## config.mk

```make
export PLATFORM = sky130hd
export DESIGN_NAME = apb_fifo_bridge
export DESIGN_NICKNAME = d
export VERILOG_FILES = /design/src/rtl/apb_fifo_bridge.sv
export SDC_FILE = /design/constraint.sdc
export NUM_CORES = 1
export LEC_CHECK = 0
export BUFFER_PORTS_ARGS = -buffer_cell sky130_fd_sc_hd__buf_2
export CORE_MARGIN = 2
export CORE_UTILIZATION = 55
export CTS_CLUSTER_DIAMETER = 120
export DETAILED_ROUTE_END_ITERATION = 10
export PLACE_DENSITY = 0.95
export SETUP_SLACK_MARGIN = 0.1
export SKIP_CTS_REPAIR_TIMING = 1
export SLEW_MARGIN = 5
export SYNTH_ARGS = -nofsm -noshare
export SYNTH_HDL_FRONTEND = slang
export SYNTH_SLANG_ARGS = --single-unit
```

## constraint.sdc

```tcl
create_clock -name clk -period 7.9 [get_ports clk]
set_clock_uncertainty 0.1 [all_clocks]
set_input_delay 0 -clock clk [delete_from_list [all_inputs] [get_ports clk]]
set_output_delay 0 -clock clk [all_outputs]
set_load 0.005 [all_outputs]
```

## src/rtl/apb_fifo_bridge.sv

```systemverilog
// apb_fifo_bridge: APB slave bridging the system bus to a byte-stream peripheral
// Ports: clk, reset (sync, active-high); APB paddr/pwdata/prdata/pwrite/psel/penable/pready/pslverr;
//   per_tx_data/per_tx_valid/per_tx_ready drain the TX FIFO; per_rx_data/per_rx_valid feed the RX holding register;
//   irq is the registered interrupt.
module apb_fifo_bridge #(
  parameter int ADDR_W = 32,
  parameter int DATA_W = 8,
  parameter logic [ADDR_W-1:0] BASE_ADDR = ADDR_W'(32'h80000000),
  parameter int FIFO_DEPTH = 4,
  parameter int WAIT_STATES = 0
) (
  input  logic              clk,
  input  logic              reset,
  input  logic [ADDR_W-1:0] paddr,
  input  logic [DATA_W-1:0] pwdata,
  output logic [DATA_W-1:0] prdata,
  input  logic              pwrite,
  input  logic              psel,
  input  logic              penable,
  output logic              pready,
  output logic              pslverr,
  output logic [DATA_W-1:0] per_tx_data,
  output logic              per_tx_valid,
  input  logic              per_tx_ready,
  input  logic [DATA_W-1:0] per_rx_data,
  input  logic              per_rx_valid,
  output logic              irq
);
  localparam int PTR_W = $clog2(FIFO_DEPTH);
  localparam int LVL_W = PTR_W + 1;
  typedef enum logic [1:0] {IDLE, SETUP, ACCESS} state_t;
  state_t state, state_nx;
  logic [2:0] wait_cnt;
  logic [DATA_W-1:0] mem [FIFO_DEPTH];
  logic [PTR_W-1:0] wr_ptr, rd_ptr;
  logic [LVL_W-1:0] level;
  logic [DATA_W-1:0] rx_data, status, ctrl, rdata;
  logic rx_valid, rx_ovf, en, irq_en;
  logic hit, done, tx_empty, tx_full, push, pop, rd_clr, w1c, ctrl_wr, err;
  logic [1:0] sel;
  logic [31:0] lvl32;
  assign pready = state == ACCESS && wait_cnt == 3'(WAIT_STATES);
  // only a completed transfer (psel still held) may have side effects
  assign done = pready && psel && penable;
  assign hit = paddr[ADDR_W-1:4] == BASE_ADDR[ADDR_W-1:4];
  assign sel = 2'(paddr[3:0] >> 2);
  assign tx_empty = level == '0;
  assign tx_full = level == LVL_W'(FIFO_DEPTH);
  assign per_tx_valid = !tx_empty && en;
  assign per_tx_data = mem[rd_ptr];
  assign pop = per_tx_valid && per_tx_ready;
  // full is judged before any same-cycle pop
  assign push = done && hit && pwrite && sel == 2'd0 && !tx_full;
  assign rd_clr = done && hit && !pwrite && sel == 2'd1;
  assign ctrl_wr = done && hit && pwrite && sel == 2'd3;
  assign w1c = ctrl_wr && pwdata[2];
  assign lvl32 = 32'(level);
  always_comb begin
    status = '0;
    status[7:0] = {lvl32 > 32'd15 ? 4'hf : lvl32[3:0], rx_ovf, rx_valid, tx_full, tx_empty};
    ctrl = '0;
    ctrl[1:0] = {irq_en, en};
    rdata = !hit ? '0 : sel == 2'd1 ? rx_data : sel == 2'd2 ? status : sel == 2'd3 ? ctrl : '0;
    err = !hit || (pwrite && (sel == 2'd1 || sel == 2'd2 || (sel == 2'd0 && tx_full)));
    prdata = pready && !pwrite ? rdata : '0;
    pslverr = pready && err;
  end
  always_comb begin
    state_nx = !psel ? IDLE : state == IDLE ? (penable ? IDLE : SETUP) : state == SETUP ? ACCESS : pready ? IDLE : ACCESS;
  end
  always_ff @(posedge clk) begin
    state <= reset ? IDLE : state_nx;
    wait_cnt <= reset || state != ACCESS || pready ? 3'd0 : wait_cnt + 3'd1;
  end
  always_ff @(posedge clk) begin
    if (push) mem[wr_ptr] <= pwdata;
  end
  always_ff @(posedge clk) begin
    if (reset) begin
      wr_ptr <= '0;
      rd_ptr <= '0;
      level <= '0;
      rx_data <= '0;
      rx_valid <= 1'b0;
      rx_ovf <= 1'b0;
      en <= 1'b0;
      irq_en <= 1'b0;
      irq <= 1'b0;
    end else begin
      wr_ptr <= wr_ptr + PTR_W'(push);
      rd_ptr <= rd_ptr + PTR_W'(pop);
      level <= level + LVL_W'(push) - LVL_W'(pop);
      if (per_rx_valid) rx_data <= per_rx_data;
      // a capture racing an RXDATA read keeps the new byte valid without flagging overflow
      rx_valid <= per_rx_valid || (rx_valid && !rd_clr);
      rx_ovf <= (per_rx_valid && rx_valid && !rd_clr) || (rx_ovf && !w1c);
      if (ctrl_wr) {irq_en, en} <= pwdata[1:0];
      irq <= irq_en && (rx_valid || rx_ovf || (en && tx_empty));
    end
  end
endmodule

```

==> impl_metrics.yaml <==
grt:
  grt_pass1_wl_um: 8250
  grt_antenna_before_repair: 0
  grt-ovfl-total: 0
  grt_pass1_vias: 1847
  grt_usage: 0.212
  grt_max_degree: 24
timing:
  max_freq_mhz: 339
  tns_ns: 0
  finalCritPeriodShare: 0.373
  worst_pin_slew_ns: 1.11
  drv_slew: 0
  setup-violations-final: 0
  relSlewSlack: 0.256
  rsz0062_at_grt: "no"
  hold_violations: 0
  hold-worst-slack_ns: 0.000871
  period_needed_ns: 2.95
  fin_ws_ns: 4.95
placed_design:
  port-buffer-count: 72
  dp.cells: 328
  detailedPlace.worstSlack_ns: 4.96
  place_hpwl_um: 3630
  gp_congestion: 0.842
critical_path:
  cpLargestDelayFamily: "adder cells"
  critPathRequiredTime_ns: 8.01
  crit_chain: "inv_1 > ha_1 > nor4bb_1 > and4_1 > nand4_2 > ha_1 > inv_1 > ha_1 > inv_1 > fa_1 > xor2_1 > xnor2_1 > nor2_1"
  worst-path-max-fanout: 5
  cp_slowest_stage_delay_ns: 0.37
  cp-start-kind: "flop"
  critPathKind: "flop to flop"
  path_buf_inv: 3
  critPathArrivalTime_ns: 3.06
  crit_slowest_cell: "fa_1"
  cp-end-kind: "flop"
clocking:
  clk_pin_slew_ns: 0.06
  cts-root-buf: "clkbuf_8"
  clock_latency_ns: 0.33
  cts_tree: "yes"
  clock_path_buffers: 2
  cts.sinks: 57
  htree_levels: 3
  cts-buffers-inserted: 9
yosys:
  yosys-top-cells-area: "edfxtp_1, dfxtp_1, mux4_2"
  yosysTopAreaCell: "edfxtp_1"
  syn-cell-area_um2: 2600
  syn_inst: 208
  synth_top_area_share: 0.370
  synth-seq-area-share: 0.563
  syn_avg_cell_area_um2: 12.5
  synth_nets: 274
  ys_ff_latch: 57
  synth_cell_type_count: 42
  yosys_warnings: 0
die:
  fp.dieH_um: 72.7
  dieArea_um2: 5290
  die_x_um: 72.7
  core_area_um2: 4630
  rows: 25
  initial_core_util: 0.561
  io_pins: 75
detailed_routing:
  viasPerCell: 5.43
  vias: 2003
  wire_per_inst_um: 15.0
  wl_um: 5540
  detail_route.drc_violations: 0
  drtIter0Drc: 97
  ant_nets: 0
  dr.pass1.iters: 6
power:
  clock_power_share: 0.399
  p_switching_mw: 0.133
  power_density_nw_per_um2: 176
  p_seq_frac: 0.528
  power_frac_comb: 0.073
  power_leakage_nw: 1.42
  internal-power_mw: 0.471
  p_sw_frac: 0.221
  irDropWorstVdd_mv: 0.0921
finish:
  final_nets: 376
  fin_cells: 369
  layout-drive-gt1-share: 0.333
  final_common_cell: "buf_2"
  area.growth.synth_to_final_pct: 32.0
  n_antenna_cell: 0
  final_cell_mix: "buf_2, edfxtp_1, nor2_1"
min_path:
  hold_path.class: "primary input to flop"
run_status:
  status: "finished clean"
job:
  drv_cap: 0
-- cells in the mapped netlist --
cell type,instances
a211oi_1,2
a21oi_1,6
a22oi_1,2
a311oi_1,1
a31oi_1,1
and2_1,1
and3_1,1
and4_1,3
buf_4,1
buf_6,1
clkbuf_1,7
dfxtp_1,25
edfxtp_1,32
fa_1,1
ha_1,10
inv_1,8
inv_2,1
mux2i_1,9
mux4_2,8
nand2_1,9
nand2b_1,3
nand3_1,1
nand4_1,5
nand4_2,1
nand4_4,1
nor2_1,28
nor2b_1,9
nor3_1,4
nor3_2,2
nor3b_1,4
nor4_1,5
nor4_2,3
nor4b_1,1
nor4bb_1,1
o22ai_1,1
o2bb2ai_1,1
o31a_1,1
o31ai_1,2
or2_2,1
or3_1,1
xnor2_1,3
xor2_1,1
-- worst paths after layout --
kind / startpoint / endpoint / slack, ns / cells past startpoint
max: wait_cnt[0]$_SDFF_PP0_ / level[2]$_SDFF_PP0_ / 4.95 / 13
min: paddr[22] / rx_valid$_SDFF_PP0_ / 0.0009 / 5
max reg2reg: wait_cnt[0]$_SDFF_PP0_ / level[2]$_SDFF_PP0_ / 4.95 / 13
min reg2reg: wait_cnt[0]$_SDFF_PP0_ / wait_cnt[0]$_SDFF_PP0_ / 0.37 / 1
-- sequential cells by signal, indices dropped and copies added, names as in the netlist --
signal	cells
en	1
wait_cnt	3
wr_ptr	2
level	3
rx_valid	1
rx_ovf	1
mem	32
rx_data	8
irq_en	1
rd_ptr	2
state	2
irq	1
-- logic make-up after synthesis --
| kind of cell | synth area share |
|---|---|
| adders and majority gates | 0.0559 |
| and+or+nand+nor | 0.190 |
| DFF | 0.563 |
| AOI/OAI and AO/OA | 0.0438 |
| muxes | 0.104 |
| xor gates and xnor gates | 0.0135 |
| buffers and inverters | 0.0303 |
-- layout make-up --
cell class	instances	area, um2
sequential	57	1460
timing repair buffer	100	633
fill	314	1200
tap	54	67.6
clock inverter	3	16.3
multi-input combinational	133	1060
inverter	9	33.8
clock buffer	13	159
-- worst register-to-register path: cells and delay by family, from the launching register on --
kind,cells,cell delay [ns]
fa+ha+maj,4,0.99
simple gates,4,0.93
flops,1,0.33
xor+xnor,2,0.33
buf+inv,3,0.15
-- stage by stage --
step	util	cell area (um2)	total power [mW]
final	0.741	3430	0.604
after CTS	0.686	3180	0.597
after global placement	0.649	3000	0.358
after global routing	0.741	3430	0.626
after floorplan	-	2600	0.340
after detailed placement	0.649	3000	0.359
-- power by group through the flow --
stage / Combinational, mW / Clock, mW / Sequential (mW)
2_1_floorplan: 0.0157 / 0 / 0.325
3_3_place_gp: 0.0326 / 0 / 0.325
3_5_place_dp: 0.0340 / 0 / 0.325
4_1_cts: 0.0341 / 0.244 / 0.319
5_1_grt: 0.0484 / 0.259 / 0.319
6_report: 0.0442 / 0.241 / 0.319
-- routing by layer --
metal  share of wire  vias up  track usage
met5               0        -            0
met4           0.014        0       0.0823
met3           0.056        7       0.0801
met2            0.51       70        0.349
met1            0.42      946        0.252
li1                -      980            -
No activity file was read; power rests on OpenSTA's default activity.
